<file path="config.mk">
export PLATFORM = sky130hd
export DESIGN_NAME = car_controller
export DESIGN_NICKNAME = d
export VERILOG_FILES = /design/src/rtl/car_controller.sv
export SDC_FILE = /design/constraint.sdc
export NUM_CORES = 1
export LEC_CHECK = 0
export CAP_MARGIN = 10
export CORE_AREA = 2 2 126 128
export DETAILED_ROUTE_END_ITERATION = 7
export DIE_AREA = 0 0 128 130
export DONT_BUFFER_PORTS = 1
export PLACE_DENSITY = 0.83
export SYNTH_ARGS = -nofsm -noshare
export SYNTH_HDL_FRONTEND = slang
export SYNTH_SLANG_ARGS = --single-unit
export TNS_END_PERCENT = 30
</file>
<file path="constraint.sdc">
create_clock -name Clk -period 4.3 [get_ports Clk]
set_input_delay 0.645 -clock Clk [delete_from_list [all_inputs] [get_ports Clk]]
set_output_delay 0.645 -clock Clk [all_outputs]
set_load 0.1 [all_outputs]
</file>
<file path="src/rtl/car_controller.sv">
// Purpose : per-frame lane traffic engine; one car per lane, pixel coverage lookup and player collision.
// Latency : pixel path combinational (0 cycles); Collision registered, high 1 Clk after the frame tick.
// Backpressure: none; all inputs are sampled every cycle, Pause freezes lane motion and respawn timers.
//
// Ports:
//   Clk, Reset            clock, synchronous active-high reset
//   frame_clk             vsync level; its rising edge (resynchronised to Clk) is one frame tick
//   Pause                 1 = hold all lane state and suppress Collision
//   DrawX, DrawY          current pixel coordinate
//   PlayerX, PlayerY      top-left corner of the 16x16 player hitbox
//   SpriteData            async car ROM data at SpriteAddr (0 = transparent)
//   SpriteAddr            {dir, row[3:0], col[4:0]} into the car ROM, 0 when no car covers the pixel
//   CarPixel              palette index of the covering car, 0 if none
//   CarPriority           1 = covering car's bottom row is below the player's bottom row
//   Collision             one-cycle pulse after a frame tick on which the player overlaps a moving car
//
// Build option: define CAR_LFSR_EN to randomise the respawn gap by 0..15 extra frames with a 16-bit LFSR.
module car_controller #(
  parameter int LANES      = 4,
  parameter int LANE_Y0    = 80,
  parameter int LANE_PITCH = 80,
  parameter int CAR_W      = 32,
  parameter int CAR_H      = 16,
  parameter int SCREEN_W   = 640,
  parameter int RESPAWN    = 30
) (
  input  logic       Clk,
  input  logic       Reset,
  input  logic       frame_clk,
  input  logic       Pause,
  input  logic [9:0] DrawX,
  input  logic [9:0] DrawY,
  input  logic [9:0] PlayerX,
  input  logic [9:0] PlayerY,
  input  logic [5:0] SpriteData,
  output logic [9:0] SpriteAddr,
  output logic [5:0] CarPixel,
  output logic       CarPriority,
  output logic       Collision
);

  localparam int PLAYER_SZ = 16;

  // 12-bit signed working width keeps x + CAR_W and player + 16 free of overflow.
  localparam logic signed [11:0] SCREEN_W_S  = 12'(SCREEN_W);
  localparam logic signed [11:0] NEG_CAR_W_S = 12'(-CAR_W);
  localparam logic signed [11:0] CAR_W_S     = 12'(CAR_W);
  localparam logic signed [11:0] PLAYER_SZ_S = 12'(PLAYER_SZ);

  localparam logic signed [10:0] X_START_R = 11'sd0;
  localparam logic signed [10:0] X_START_L = 11'(SCREEN_W - CAR_W);
  localparam logic signed [10:0] X_EDGE_R  = 11'(SCREEN_W);
  localparam logic signed [10:0] X_EDGE_L  = 11'(-CAR_W);
  localparam logic [5:0]         WAIT_INIT = 6'(RESPAWN - 1);

  typedef enum logic {
    MOVING  = 1'b0,
    WAITING = 1'b1
  } lane_st_t;

  // ---------------------------------------------------------------------------
  // Frame tick: 2-flop synchroniser followed by rising-edge detect.
  // ---------------------------------------------------------------------------
  logic fsync1, fsync2, fprev;
  logic tick, step;

  always_ff @(posedge Clk) begin
    if (Reset) begin
      fsync1 <= 1'b0;
      fsync2 <= 1'b0;
      fprev  <= 1'b0;
    end else begin
      fsync1 <= frame_clk;
      fsync2 <= fsync1;
      fprev  <= fsync2;
    end
  end

  assign tick = fsync2 & ~fprev;
  assign step = tick & ~Pause;

  // ---------------------------------------------------------------------------
  // Respawn gap load value.
  // ---------------------------------------------------------------------------
  logic [5:0] wait_load;

`ifdef CAR_LFSR_EN
  logic [15:0] lfsr_q;

  // Fibonacci LFSR, taps 16,14,13,11; advances on every frame tick.
  always_ff @(posedge Clk) begin
    if (Reset) begin
      lfsr_q <= 16'hACE1;
    end else if (tick) begin
      lfsr_q <= {lfsr_q[14:0], lfsr_q[15] ^ lfsr_q[13] ^ lfsr_q[12] ^ lfsr_q[10]};
    end
  end

  assign wait_load = WAIT_INIT + {2'b00, lfsr_q[3:0]};
`else
  assign wait_load = WAIT_INIT;
`endif

  // ---------------------------------------------------------------------------
  // Per-lane state.
  // ---------------------------------------------------------------------------
  logic signed [10:0] x_q    [LANES];
  logic signed [10:0] x_d    [LANES];
  lane_st_t           st_q   [LANES];
  lane_st_t           st_d   [LANES];
  logic [5:0]         cnt_q  [LANES];
  logic [5:0]         cnt_d  [LANES];
  logic [10:0]        lane_y [LANES];
  logic signed [11:0] x_ext  [LANES];
  logic signed [11:0] x_nxt  [LANES];

  // Lane geometry and candidate next position; odd lanes travel leftward.
  always_comb begin
    for (int i = 0; i < LANES; i++) begin
      lane_y[i] = 11'(LANE_Y0 + i * LANE_PITCH);
      x_ext[i]  = {x_q[i][10], x_q[i]};
      if ((i % 2) != 0) begin
        x_nxt[i] = x_ext[i] - 12'(i + 1);
      end else begin
        x_nxt[i] = x_ext[i] + 12'(i + 1);
      end
    end
  end

  // Next-state logic for every lane.
  always_comb begin
    for (int i = 0; i < LANES; i++) begin
      x_d[i]   = x_q[i];
      st_d[i]  = st_q[i];
      cnt_d[i] = cnt_q[i];
      if (step) begin
        case (st_q[i])
          MOVING: begin
            if ((i % 2) != 0) begin
              if (x_nxt[i] <= NEG_CAR_W_S) begin
                st_d[i]  = WAITING;
                cnt_d[i] = wait_load;
                x_d[i]   = X_EDGE_L;
              end else begin
                x_d[i] = x_nxt[i][10:0];
              end
            end else begin
              if (x_nxt[i] >= SCREEN_W_S) begin
                st_d[i]  = WAITING;
                cnt_d[i] = wait_load;
                x_d[i]   = X_EDGE_R;
              end else begin
                x_d[i] = x_nxt[i][10:0];
              end
            end
          end
          WAITING: begin
            if (cnt_q[i] == 6'd0) begin
              // Re-enter from the edge opposite to the one the car left through.
              st_d[i] = MOVING;
              x_d[i]  = ((i % 2) != 0) ? X_EDGE_R : X_EDGE_L;
            end else begin
              cnt_d[i] = cnt_q[i] - 6'd1;
            end
          end
          default: begin
            st_d[i] = MOVING;
          end
        endcase
      end
    end
  end

  always_ff @(posedge Clk) begin
    if (Reset) begin
      for (int i = 0; i < LANES; i++) begin
        x_q[i]   <= ((i % 2) != 0) ? X_START_L : X_START_R;
        st_q[i]  <= MOVING;
        cnt_q[i] <= 6'd0;
      end
    end else begin
      for (int i = 0; i < LANES; i++) begin
        x_q[i]   <= x_d[i];
        st_q[i]  <= st_d[i];
        cnt_q[i] <= cnt_d[i];
      end
    end
  end

  // ---------------------------------------------------------------------------
  // Pixel coverage and player overlap.
  // ---------------------------------------------------------------------------
  logic signed [11:0] dx_s, px_s;
  logic [10:0]        dy_u, py_u;
  logic [LANES-1:0]   covers;
  logic [LANES-1:0]   overlap;

  assign dx_s = $signed({2'b00, DrawX});
  assign px_s = $signed({2'b00, PlayerX});
  assign dy_u = {1'b0, DrawY};
  assign py_u = {1'b0, PlayerY};

  always_comb begin
    covers  = '0;
    overlap = '0;
    for (int i = 0; i < LANES; i++) begin
      covers[i] = (st_q[i] == MOVING) &&
                  (x_ext[i] <= dx_s) && (dx_s < x_ext[i] + CAR_W_S) &&
                  (dy_u >= lane_y[i]) && (dy_u < lane_y[i] + 11'(CAR_H));
      overlap[i] = (st_q[i] == MOVING) &&
                   (px_s < x_ext[i] + CAR_W_S) && (x_ext[i] < px_s + PLAYER_SZ_S) &&
                   (py_u < lane_y[i] + 11'(CAR_H)) && (lane_y[i] < py_u + 11'(PLAYER_SZ));
    end
  end

  // Scan from the highest lane down so the lowest covering lane is the last assignment.
  logic        hit;
  logic        sel_dir;
  logic [3:0]  sel_row;
  logic [4:0]  sel_col;
  logic [10:0] sel_bottom;

  always_comb begin
    hit        = 1'b0;
    sel_dir    = 1'b0;
    sel_row    = 4'd0;
    sel_col    = 5'd0;
    sel_bottom = 11'd0;
    for (int i = LANES - 1; i >= 0; i--) begin
      if (covers[i]) begin
        hit        = 1'b1;
        sel_dir    = (i % 2) != 0;
        // Low bits of the offsets equal the truncated full-width differences.
        sel_row    = DrawY[3:0] - lane_y[i][3:0];
        sel_col    = DrawX[4:0] - x_q[i][4:0];
        sel_bottom = lane_y[i] + 11'(CAR_H - 1);
      end
    end
  end

  assign SpriteAddr  = hit ? {sel_dir, sel_row, sel_col} : 10'd0;
  assign CarPixel    = hit ? SpriteData : 6'd0;
  assign CarPriority = hit && (sel_bottom > py_u + 11'd15);

  // Collision is judged against the positions held before this tick's update.
  always_ff @(posedge Clk) begin
    if (Reset) begin
      Collision <= 1'b0;
    end else begin
      Collision <= step && (|overlap);
    end
  end

endmodule

</file>
==> results of run 1 <==
## kinds of logic after synthesis
group,Yosys count,synth area share
other,2,0.000841
buffers and inverters,124,0.0521
xor gates and xnor gates,57,0.0559
muxes,1,0.00126
adders and majority gates,181,0.256
and+or+nand+nor,344,0.197
AOI/OAI and AO/OA,369,0.274
DFF,73,0.164
## layout make-up
cell class | instances | area, sq um
multi-input cells | 955 | 7480
clock inverters | 4 | 51.3
fillers | 1188 | 4460
clock buffers | 12 | 256
inverters | 77 | 297
well taps | 192 | 240
flip-flops and latches | 73 | 1490
repair buffers | 150 | 1150
## worst max-delay path, cell delays in order (launching register included)
cell and delay (ns):
sky130_fd_sc_hd__dfxtp_4 0.37, sky130_fd_sc_hd__ha_4 0.17, sky130_fd_sc_hd__buf_4 0.15, sky130_fd_sc_hd__xnor2_4 0.13, sky130_fd_sc_hd__ha_4 0.16, sky130_fd_sc_hd__a21o_1 0.15
sky130_fd_sc_hd__a211o_1 0.34, sky130_fd_sc_hd__a31oi_4 0.18, sky130_fd_sc_hd__o311ai_4 0.13, sky130_fd_sc_hd__inv_2 0.13, sky130_fd_sc_hd__a31oi_4 0.05, sky130_fd_sc_hd__buf_6 0.13
sky130_fd_sc_hd__and2_4 0.15, sky130_fd_sc_hd__ha_4 0.15, sky130_fd_sc_hd__nor2b_1 0.10, sky130_fd_sc_hd__o21a_1 0.14, sky130_fd_sc_hd__o21ai_2 0.07, sky130_fd_sc_hd__a21o_1 0.18
sky130_fd_sc_hd__a21oi_2 0.15, sky130_fd_sc_hd__o21ai_2 0.08, sky130_fd_sc_hd__a221oi_4 0.29, sky130_fd_sc_hd__buf_12 0.21
## layer usage
metal | global-route usage | vias to the layer above | routed length [um]
li1 | - | 4532 | -
met1 | 0.435 | 4471 | 12100
met2 | 0.578 | 483 | 13200
met3 | 0.0795 | 113 | 2630
met4 | 0.188 | 0 | 1580
met5 | 0 | - | 0
## state kept, by name, indices dropped and copies added (netlist names)
signal and cells:
fsync1 1, cnt_q 24, fprev 1, st_q 4, Collision 1, fsync2 1
x_q 41
## cells in the mapped netlist, drive strengths merged, types with 14 or more instances
| cell type | count |
|---|---|
| ha | 177 |
| a21oi | 92 |
| nand2 | 79 |
| inv | 77 |
| o21ai | 75 |
| dfxtp | 73 |
| nor2 | 68 |
| clkbuf | 46 |
| nand3 | 41 |
| xnor2 | 31 |
| nor3 | 28 |
| xor2 | 26 |
| a21o | 21 |
| a31oi | 19 |
| nand4 | 19 |
| a21boi | 18 |
| a211oi | 17 |
| and3 | 17 |
| nand2b | 16 |
| o211ai | 14 |
## placed cells by master, fill, tap and decap left out, types with 6 or more instances in the layout
master                        n
sky130_fd_sc_hd__a211o_1      9
sky130_fd_sc_hd__a211oi_1    14
sky130_fd_sc_hd__a21boi_0     8
sky130_fd_sc_hd__a21boi_2    10
sky130_fd_sc_hd__a21o_1      21
sky130_fd_sc_hd__a21oi_1     88
sky130_fd_sc_hd__a221oi_1     6
sky130_fd_sc_hd__a22oi_1      6
sky130_fd_sc_hd__a31oi_1     15
sky130_fd_sc_hd__and2_1       6
sky130_fd_sc_hd__and3_1      17
sky130_fd_sc_hd__buf_4      145
sky130_fd_sc_hd__clkbuf_16    9
sky130_fd_sc_hd__dfxtp_1     62
sky130_fd_sc_hd__dfxtp_2      7
sky130_fd_sc_hd__ha_1       165
sky130_fd_sc_hd__ha_4        10
sky130_fd_sc_hd__inv_1       70
sky130_fd_sc_hd__inv_2        6
sky130_fd_sc_hd__nand2_1     78
sky130_fd_sc_hd__nand2b_1    16
sky130_fd_sc_hd__nand3_1     37
sky130_fd_sc_hd__nand4_1     19
sky130_fd_sc_hd__nor2_1      67
sky130_fd_sc_hd__nor2b_1     11
sky130_fd_sc_hd__nor3_1      27
sky130_fd_sc_hd__nor4_1      11
sky130_fd_sc_hd__o2111ai_1    9
sky130_fd_sc_hd__o211ai_1    14
sky130_fd_sc_hd__o21a_1      13
sky130_fd_sc_hd__o21ai_0     67
sky130_fd_sc_hd__o31ai_1      9
sky130_fd_sc_hd__or3_1       11
sky130_fd_sc_hd__or4_1        8
sky130_fd_sc_hd__xnor2_1     26
sky130_fd_sc_hd__xor2_1      22
## path summary, 6_finish.rpt
| check | slack (ns) | cells after the start | startpoint | to |
|---|---|---|---|---|
| worst max-delay path | -0.33 | 21 | x_q[1][5] | CarPriority |
| worst min-delay path | 0.36 | 1 | Reset | cnt_q[2][1] |
| worst max register to register | 1.17 | 9 | x_q[1][7] | x_q[1][3] |
| worst min register to register | 0.45 | 1 | fsync1 | fsync2 |
## power by group through the flow
stage / Clock [W] / Sequential [W] / Combinational (W)
detailed placement: 0 / 0.000715 / 0.000531
global placement: 0 / 0.000714 / 0.000518
CTS: 0.000807 / 0.000700 / 0.000567
floorplan: 0 / 0.000715 / 0.000357
finish: 0.000800 / 0.000701 / 0.000597
global route: 0.000831 / 0.000702 / 0.000653
## metrics by stage
step	cell area, sq um	utilization
after global routing	11000	0.711
after CTS	10900	0.705
after global placement	10200	0.663
after floorplan	9040	-
after detailed placement	10200	0.663
final	11000	0.711
## timing repair
| action | CTS | global route |
|---|---|---|
| hold buffers | 0 | 0 |
| setup buffers | 9 | 1 |
| setup endpoints to repair | 1 | 1 |
| pin swaps | 26 | 10 |
| gates resized for setup | 58 | 22 |
==> out/metrics.cfg, run 1 <==
[power]
p_seq_frac = 0.334
clock_power_share = 0.381
power_report.internal_total_w = 0.00144
swShare = 0.315
total_switching_power_w = 0.000661
power.density_mw_per_mm2 = 191
power_w = 0.00210
max-vdd-ir-drop_v = 0.000194
p_comb_frac = 0.285
static_leakage_nw = 4.73

[synth]
synth_seq_cells = 73
synth_enable_flop_cells = 0
netlist-cell-type-count = 70
syn_area_sq_mm = 0.00893
synth.avg_cell_area_sq_um = 7.76
yosys.area.top_type_share = 0.248
asyncSetResetFlopFracSynth = 0
largest_area_contributor_in_the_netlist = sky130_fd_sc_hd__ha_1
ys_seq_area_frac = 0.164
synthFlopType = sky130_fd_sc_hd__dfxtp_1
synth_warnings = 0
synth.area.top_cells = sky130_fd_sc_hd__ha_1 25%, sky130_fd_sc_hd__dfxtp_1 16%, sky130_fd_sc_hd__a21oi_1 5.2%
syn-instance-count = 1151

[route]
routed-via-count = 9599
drt_pre_antenna_iters = 6
routed_wire_length_per_instance_um = 20.2
totalWireLength_mm = 29.5
post_route_ant_nets = 0
detail_route.drc_violations = 0
detail_route.vias_per_cell = 6.56
detailedRoute.firstIterationViolations = 926

[timing]
timing.final.crit_period_ns = 4.63
clock-skew-final_ns = 0.0106
layout_worst_path_cycle_share = 1.08
timing.final.ws_setup_ns = -0.328
max_slew.worst_pin.slew_ns = 0.928
timing_hold_violations_final = 0
timing.setup.tns_ns = -0.328
whs_ns = 0.357
final_max_slew_viol_count = 0
setup_repair_after_global_routing_missed_its_margin = yes
finalSetupViolCount = 1
timing.fmax_ghz = 0.216
relSlewSlack = 0.380

[clocking]
htree_levels = 3
clk_transition_reported_paths_ns = 0.06
clkSinkCount = 73
ctsRootBufferMaster = sky130_fd_sc_hd__clkbuf_16
insertion_delay_ns = 0.36
cts_tree = done
cts_buffers = 9
clock_tree.buffer_depth = 2

[grt]
global_route.overflow_total = 0
antenna_found_initial = 0
grt_pass1_wl_mm = 46.3
track_usage = 0.353
maximum_number_of_pins_on_one_net_before_global_route_repair = 61
first_global_vias = 9029

[die]
floorplan.die.width_um = 128
initial_standard_cell_utilization_of_the_core = 0.579
fp.dieH_um = 130
rows = 46
core_region_area_sq_mm = 0.0154
io_pins = 68
fp.dieArea_sq_mm = 0.0166

[layout]
fin_nets = 1496
non_filler_instance_count_after_layout = 1463
antenna_cells = 0
final_layout_size_suffix_gt1_frac = 0.206
synthToLayoutAreaGrowth_pct = 22.8

[worst_setup_path]
crit_required_ns = 3.65
critPathKind = flip-flop to output port
crit_fanout = 4
startpoint_type_of_the_worst_setup_path = flip-flop
cp-end-kind = output port
signal_arrival_time_at_the_worst_endpoint_ns = 3.98

[status]
failed_checks = setup timing
result_of_the_run = complete, but fails checks

[placement]
dp.final_hpwl_mm = 22.4
port_buffers = 0
dp_slack_ns = -0.408
placed_cells = 1438
place_congestion = 1.05

[min_path]
worst_hold_path_type = primary input to flip-flop

[run]
drv.max_cap_violation_count = 0

Note: power is estimated with default switching activity, not from simulation.
==> run 2, diff against run 1 <==
PLACE_DENSITY = 0.75   (was 0.83)
==> run 2 against run 1 <==
Effect of this change:
- the flow still finishes with violations (setup timing)
- register-to-register slack worse by 0.05 ns
- fmax is 0.72% higher
- count of clock-buffer cells in the layout is 3 lower
- combinational power is 6.0% lower
- clock power is 4.4% lower
- die area stayed put
- sequential power hardly changed
- worst setup slack better by 0.033 ns
- critical path type unchanged
- largest power group unchanged
==> out/metrics.cfg, run 2 (synthesis results as in run 1) <==
[timing]
setup_repair_after_global_routing_missed_its_margin = yes  ; unchanged
timing.final.ws_setup_ns = -0.294  ; was -0.328 ns
layout_worst_path_cycle_share = 1.07  ; was 1.08
max_slew.worst_pin.slew_ns = 0.985  ; was 0.928 ns
timing.fmax_ghz = 0.218  ; was 0.216 GHz
timing_hold_violations_final = 0  ; unchanged
final_max_slew_viol_count = 0  ; unchanged
relSlewSlack = 0.342  ; was 0.380
finalSetupViolCount = 1  ; unchanged
timing.final.crit_period_ns = 4.59  ; was 4.63 ns
clock-skew-final_ns = 0.00994  ; was 0.0106 ns

[power]
power.density_mw_per_mm2 = 184  ; was 191 mW/mm^2
max-vdd-ir-drop_v = 0.000197  ; was 0.000194 V
static_leakage_nw = 4.77  ; was 4.73 nW

[layout]
area_taken_by_flip_flops_and_latches_sq_mm = 0.00149  ; about the same
most-common-layout-cells = 166 x sky130_fd_sc_hd__ha_1, 158 x sky130_fd_sc_hd__buf_4, 88 x sky130_fd_sc_hd__a21oi_1, 78 x sky130_fd_sc_hd__nand2_1, 74 x sky130_fd_sc_hd__inv_1  ; was 165 x sky130_fd_sc_hd__ha_1, 145 x sky130_fd_sc_hd__buf_4, 88 x sky130_fd_sc_hd__a21oi_1, 78 x sky130_fd_sc_hd__nand2_1, 70 x sky130_fd_sc_hd__inv_1
max_reg_flops = 41  ; unchanged
footprint_of_the_multi_input_gates_sq_mm = 0.00744  ; was 0.00748 sq mm
final_common_cell = sky130_fd_sc_hd__ha_1  ; unchanged
final_cell_area_excluding_filler_cells_sq_mm = 0.0110  ; about the same
layout_top_registers = x_q x41, cnt_q x24, st_q x4  ; unchanged
fin_nets = 1509  ; was 1,496
non_filler_instance_count_after_layout = 1477  ; was 1,463
synthToLayoutAreaGrowth_pct = 23.5  ; was 22.8%
finish.utilization = 0.715  ; was 0.711
regMostFlops = x_q  ; unchanged
final_layout_size_suffix_gt1_frac = 0.209  ; was 0.206
number_of_inserted_filler_cells_in_the_final_layout = 1251  ; was 1,188

[clocking]
clock_tree.buffer_depth = 2  ; unchanged
clk_transition_reported_paths_ns = 0.07  ; was 0.06 ns
cts_buffers = 9  ; unchanged
htree_levels = 3  ; unchanged
insertion_delay_ns = 0.34  ; was 0.36 ns
ctsRootBufferMaster = sky130_fd_sc_hd__clkbuf_16  ; unchanged
cts_tree = done  ; unchanged
clkSinkCount = 73  ; unchanged

[route]
routed-via-count = 9347  ; was 9,599
drt_pre_antenna_iters = 6  ; unchanged
post_route_ant_nets = 0  ; unchanged
routed_wire_length_per_instance_um = 19.4  ; was 20.2 um
totalWireLength_mm = 28.6  ; was 29.5 mm
detailedRoute.firstIterationViolations = 696  ; was 926
detail_route.drc_violations = 0  ; unchanged
detail_route.vias_per_cell = 6.33  ; was 6.56

[worst_setup_path]
cp-end-kind = output port  ; unchanged
timing.critical_path.slowest_cell_delay_ns = 0.37  ; about the same
crit_required_ns = 3.65  ; about the same
startpoint_type_of_the_worst_setup_path = flip-flop  ; unchanged
critical_path_slowest_stage_cell = sky130_fd_sc_hd__a221o_1  ; was sky130_fd_sc_hd__dfxtp_4
critPathKind = flip-flop to output port  ; unchanged
crit_chain = ha_2 -> inv_1 -> ha_1 -> nor3_2 -> o21a_1 -> o31ai_1 -> a21o_1 -> a221o_1 -> and2_4 -> and2_4 -> ha_4 -> nor2b_4 -> o21a_1 -> o21ai_1 -> a21o_1 -> a21oi_2 -> o21ai_2 -> a221oi_4 -> buf_12  ; was ha_4 -> buf_4 -> xnor2_4 -> ha_4 -> a21o_1 -> a211o_1 -> a31oi_4 -> o311ai_4 -> inv_2 -> a31oi_4 -> buf_6 -> and2_4 -> ha_4 -> nor2b_1 -> o21a_1 -> o21ai_2 -> a21o_1 -> a21oi_2 -> o21ai_2 -> a221oi_4 -> buf_12
crit_fanout = 4  ; unchanged
signal_arrival_time_at_the_worst_endpoint_ns = 3.95  ; was 3.98 ns

[grt]
maximum_number_of_pins_on_one_net_before_global_route_repair = 61  ; unchanged
antenna_found_initial = 0  ; unchanged
global_route.overflow_total = 0  ; unchanged
grt_pass1_wl_mm = 45.2  ; was 46.3 mm
track_usage = 0.342  ; was 0.353
first_global_vias = 8667  ; was 9,029

[placement]
dp_slack_ns = -0.403  ; was -0.408 ns
dp.final_hpwl_mm = 22.6  ; was 22.4 mm
placed_cells = 1452  ; was 1,438
place_congestion = 0.949  ; was 1.05
postPlaceCellArea_sq_mm = 0.0103  ; was 0.0102 sq mm
port_buffers = 0  ; unchanged

[die]
fp.dieH_um = 130  ; unchanged
core_region_area_sq_mm = 0.0154  ; unchanged
io_pins = 68  ; unchanged
initial_standard_cell_utilization_of_the_core = 0.579  ; unchanged
floorplan.die.width_um = 128  ; unchanged
rows = 46  ; unchanged
fp.dieArea_sq_mm = 0.0166  ; unchanged

[min_path]
worst_hold_path_type = primary input to flip-flop  ; unchanged

[run]
drv.max_cap_violation_count = 0  ; unchanged

[status]
failed_checks = setup timing  ; unchanged
result_of_the_run = complete, but fails checks  ; unchanged

[run 2: changes by cell type in the layout (fill, tap and decap cells not counted), moves of 3 or more]
cell                      delta
sky130_fd_sc_hd__buf_4      +13
sky130_fd_sc_hd__inv_1       +4
sky130_fd_sc_hd__inv_2       -5
sky130_fd_sc_hd__xnor2_2     -3
[run 2: worst paths after layout]
check                  from          end  slack [ns]  depth (start not counted)
setup reg to reg  x_q[1][2]    x_q[1][3]        1.12                          8
setup / recovery  x_q[0][6]  CarPriority       -0.29                         19
hold / removal        Reset    x_q[2][6]        0.35                          1
hold reg to reg      fsync1       fsync2        0.44                          1
[run 2: what timing repair did]
action                                  in CTS  in global routing
hold buffers                                 0                  0
setup buffers                                5                  3
endpoints found under the setup margin       1                  1
gates resized for setup                     34                 34
hold endpoints to repair                     0                  0
pin swaps                                   10                 24
[run 2: where the power goes]
group / leakage (nW) / switching [W] / total [W] / internal (W)
sequential: 0.595 / 0.0000162 / 0.000701 / 0.000685
combinational: 4.04 / 0.000305 / 0.000561 / 0.000257
clock: 0.137 / 0.000317 / 0.000765 / 0.000448
[run 2: metrics by stage]
stage | total power, W | TNS, ns | hold slack [ns]
5_1_grt | 0.00213 | -0.455 | 0.362
2_1_floorplan | 0.00107 | -4.92 | 0.414
3_5_place_dp | 0.00124 | -0.403 | 0.422
6_report | 0.00203 | -0.294 | 0.354
3_3_place_gp | 0.00123 | -0.296 | 0.419
4_1_cts | 0.00201 | -0.229 | 0.351
[run 2: layout make-up]
| class | instances | share of cell area |
|---|---|---|
| multi-input cells | 955 | 0.675 |
| diodes | 1 | 0.000227 |
| repair buffers | 163 | 0.115 |
| flip-flops and latches | 73 | 0.135 |
| inverters | 77 | 0.0271 |
| clock inverters | 7 | 0.00647 |
| well taps | 192 | 0.0218 |
| clock buffers | 9 | 0.0204 |
[run 2: worst max-delay path, delay by kind of cell, from the launching register on]
family | cells | cell delay (ns)
and+or+nand+nor | 4 | 0.63
AOI/OAI and AO/OA | 10 | 1.67
buffers and inverters | 2 | 0.29
adders and majority gates | 3 | 0.69
DFF | 1 | 0.34
[run 2: routing by layer]
layer | track usage | vias to the layer above | part of all wire
li1 | - | 4547 | -
met1 | 0.457 | 4339 | 0.43
met2 | 0.563 | 397 | 0.45
met3 | 0.0455 | 64 | 0.080
met4 | 0.135 | 0 | 0.034
met5 | 0 | - | 0
==> run 3, diff against run 2 <==
CORE_AREA = 2 2 176 92   (was 2 2 126 128)
CTS_BUF_LIST = sky130_fd_sc_hd__clkbuf_16   (was default)
DIE_AREA = 0 0 178 94   (was 0 0 128 130)
PLACE_DENSITY = 0.76   (was 0.75)
==> run 3 against run 2 <==
Effect of this change:
- clock skew shrank 0.0036 ns
- design area is 0.44% lower
- the run still ends with setup timing left
- critical path type unchanged
- routed wire length up 10%
- highest routed layer is now met5
==> out/metrics.cfg, run 3 (synthesis results as in run 1) <==
[worst_setup_path]
r2r_start = x_q[1][1]  ; was x_q[1][2]
critPathKind = flip-flop to output port  ; unchanged
critPathLaunch = x_q[1][6]  ; was x_q[0][6]
startpoint_type_of_the_worst_setup_path = flip-flop  ; unchanged
crit_fanout = 4  ; unchanged
signal_arrival_time_at_the_worst_endpoint_ns = 4.07  ; was 3.95 ns
cp-end-kind = output port  ; unchanged
crit_required_ns = 3.65  ; about the same

[timing]
layout_worst_path_cycle_share = 1.10  ; was 1.07
relSlewSlack = 0.358  ; was 0.342
timing.final.crit_period_ns = 4.71  ; was 4.59 ns
timing.final.ws_setup_ns = -0.414  ; was -0.294 ns
timing.setup.tns_ns = -0.414  ; was -0.294 ns
clock-skew-final_ns = 0.00629  ; was 0.00994 ns
finalSetupViolCount = 1  ; unchanged
max_slew.worst_pin.slew_ns = 0.962  ; was 0.985 ns
setup_repair_after_global_routing_missed_its_margin = yes  ; unchanged
timing_hold_violations_final = 0  ; unchanged
timing.fmax_ghz = 0.212  ; was 0.218 GHz
final_max_slew_viol_count = 0  ; unchanged

[grt]
track_usage = 0.377  ; was 0.342
global_route.overflow_total = 0  ; unchanged
globalRouteMet2Util = 0.511  ; was 0.563
maximum_number_of_pins_on_one_net_before_global_route_repair = 61  ; unchanged
gr-usage-met1 = 0.542  ; was 0.457
first_global_vias = 8714  ; was 8,667
global_route.usage.met3 = 0.168  ; was 0.0455
grt.busiest_layer = met1  ; was met2
antenna_found_initial = 1  ; was 0
grt_pass1_wl_mm = 48.0  ; was 45.2 mm

[route]
detailedRoute.firstIterationViolations = 1014  ; was 696
routed_wire_length_per_instance_um = 21.1  ; was 19.4 um
drt_pre_antenna_iters = 8  ; was 6
detail_route.vias_per_cell = 6.48  ; was 6.33
routed-via-count = 9675  ; was 9,347
detail_route.drc_violations = 0  ; unchanged
post_route_ant_nets = 0  ; unchanged
totalWireLength_mm = 31.5  ; was 28.6 mm

[layout]
layout_top_registers = x_q x41, cnt_q x24, st_q x4  ; unchanged
antenna_cells = 0  ; was 1
finish.utilization = 0.728  ; was 0.715
regMostFlops = x_q  ; unchanged
max_reg_flops = 41  ; unchanged
final_common_cell = sky130_fd_sc_hd__ha_1  ; unchanged
most-common-layout-cells = 169 x sky130_fd_sc_hd__ha_1, 164 x sky130_fd_sc_hd__buf_4, 90 x sky130_fd_sc_hd__a21oi_1, 78 x sky130_fd_sc_hd__nand2_1, 74 x sky130_fd_sc_hd__inv_1  ; was 166 x sky130_fd_sc_hd__ha_1, 158 x sky130_fd_sc_hd__buf_4, 88 x sky130_fd_sc_hd__a21oi_1, 78 x sky130_fd_sc_hd__nand2_1, 74 x sky130_fd_sc_hd__inv_1
final_layout_size_suffix_gt1_frac = 0.202  ; was 0.209
fin_nets = 1514  ; was 1,509
synthToLayoutAreaGrowth_pct = 22.9  ; was 23.5%
non_filler_instance_count_after_layout = 1493  ; was 1,477
number_of_inserted_filler_cells_in_the_final_layout = 1151  ; was 1,251

[clocking]
clock_tree.buffer_depth = 2  ; unchanged
clkSinkCount = 73  ; unchanged
cts_tree = done  ; unchanged
ctsRootBufferMaster = sky130_fd_sc_hd__clkbuf_16  ; unchanged
cts_buffers = 9  ; unchanged
cts_hold_repair.buffers = 0  ; unchanged
htree_levels = 3  ; unchanged
insertion_delay_ns = 0.35  ; was 0.34 ns
clk_transition_reported_paths_ns = 0.06  ; was 0.07 ns

[die]
initial_standard_cell_utilization_of_the_core = 0.592  ; was 0.579
floorplan.die.width_um = 178  ; was 128 um
io_pins = 68  ; unchanged
fp.dieArea_sq_mm = 0.0167  ; was 0.0166 sq mm
fp.dieH_um = 94  ; was 130 um
core_region_area_sq_mm = 0.0151  ; was 0.0154 sq mm
rows = 32  ; was 46

[power]
static_leakage_nw = 4.79  ; was 4.77 nW
max-vdd-ir-drop_v = 0.000166  ; was 0.000197 V
power.density_mw_per_mm2 = 181  ; was 184 mW/mm^2

[run]
drv.max_cap_violation_count = 0  ; unchanged

[status]
failed_checks = setup timing  ; unchanged
result_of_the_run = complete, but fails checks  ; unchanged

[placement]
place_congestion = 1.02  ; was 0.949
port_buffers = 0  ; unchanged
dp.final_hpwl_mm = 25.2  ; was 22.6 mm
placed_cells = 1468  ; was 1,452

[min_path]
hold_path_startpoint = Reset  ; unchanged
worst_hold_path_type = primary input to flip-flop  ; unchanged

[run 3: path summary, 6_finish.rpt]
path,slack [ns],cells past startpoint,end
max,-0.41,20,CarPriority
min,0.39,1,x_q[1][7]
max reg2reg,1.08,8,cnt_q[1][4]
min reg2reg,0.43,1,fsync2
[run 3: cell type report]
class | instances | area, sq um | area share
clock buffer | 9 | 225 | 0.0205
clock inverter | 7 | 38.8 | 0.00353
inverter | 77 | 297 | 0.0270
multi-input combinational | 955 | 7380 | 0.672
sequential | 73 | 1490 | 0.136
tap | 204 | 255 | 0.0232
timing repair buffer | 168 | 1290 | 0.118
[run 3: repair_timing]
| item | CTS | global route |
|---|---|---|
| pin swaps | 15 | 14 |
| buffers inserted | 7 | 2 |
| resized for setup | 37 | 22 |
| setup endpoints to repair | 1 | 1 |
[run 3: critical path, cell delays in order (launching register included)]
cell,delay [ns]
sky130_fd_sc_hd__dfxtp_4,0.38
sky130_fd_sc_hd__ha_4,0.18
sky130_fd_sc_hd__nand3_4,0.10
sky130_fd_sc_hd__xor2_4,0.18
sky130_fd_sc_hd__ha_4,0.29
sky130_fd_sc_hd__a211o_1,0.13
sky130_fd_sc_hd__a31oi_2,0.04
sky130_fd_sc_hd__o311ai_1,0.31
sky130_fd_sc_hd__buf_4,0.18
sky130_fd_sc_hd__inv_2,0.05
sky130_fd_sc_hd__a31oi_4,0.19
sky130_fd_sc_hd__nand2_4,0.09
sky130_fd_sc_hd__ha_4,0.29
sky130_fd_sc_hd__nor2b_4,0.14
sky130_fd_sc_hd__o21a_1,0.11
sky130_fd_sc_hd__o21ai_1,0.07
sky130_fd_sc_hd__a21o_1,0.19
sky130_fd_sc_hd__a21oi_2,0.15
sky130_fd_sc_hd__o21ai_2,0.09
sky130_fd_sc_hd__a221oi_4,0.35
sky130_fd_sc_hd__buf_12,0.22
[run 3: through the flow]
stage | hold slack, ns | instance area [sq um] | worst slack (ns) | total power (W)
finish | 0.389 | 11000 | -0.414 | 0.00198
global route | 0.377 | 11000 | -0.519 | 0.00207
CTS | 0.364 | 10900 | -0.318 | 0.00196
detailed placement | 0.424 | 10400 | -0.437 | 0.00126
global placement | 0.416 | 10400 | -0.394 | 0.00124
floorplan | 0.414 | 9040 | -0.665 | 0.00107
[run 3: power by group]
part           switching, W  internal, W
clock              0.000309     0.000384
combinational      0.000325     0.000262
sequential        0.0000174     0.000684
total              0.000652      0.00133
[run 3: per-layer routing]
layer  vias up  wire [um]
li1       4558          -
met1      4568      14700
met2       504      12100
met3        43       4260
met4         2        353
met5         -         45
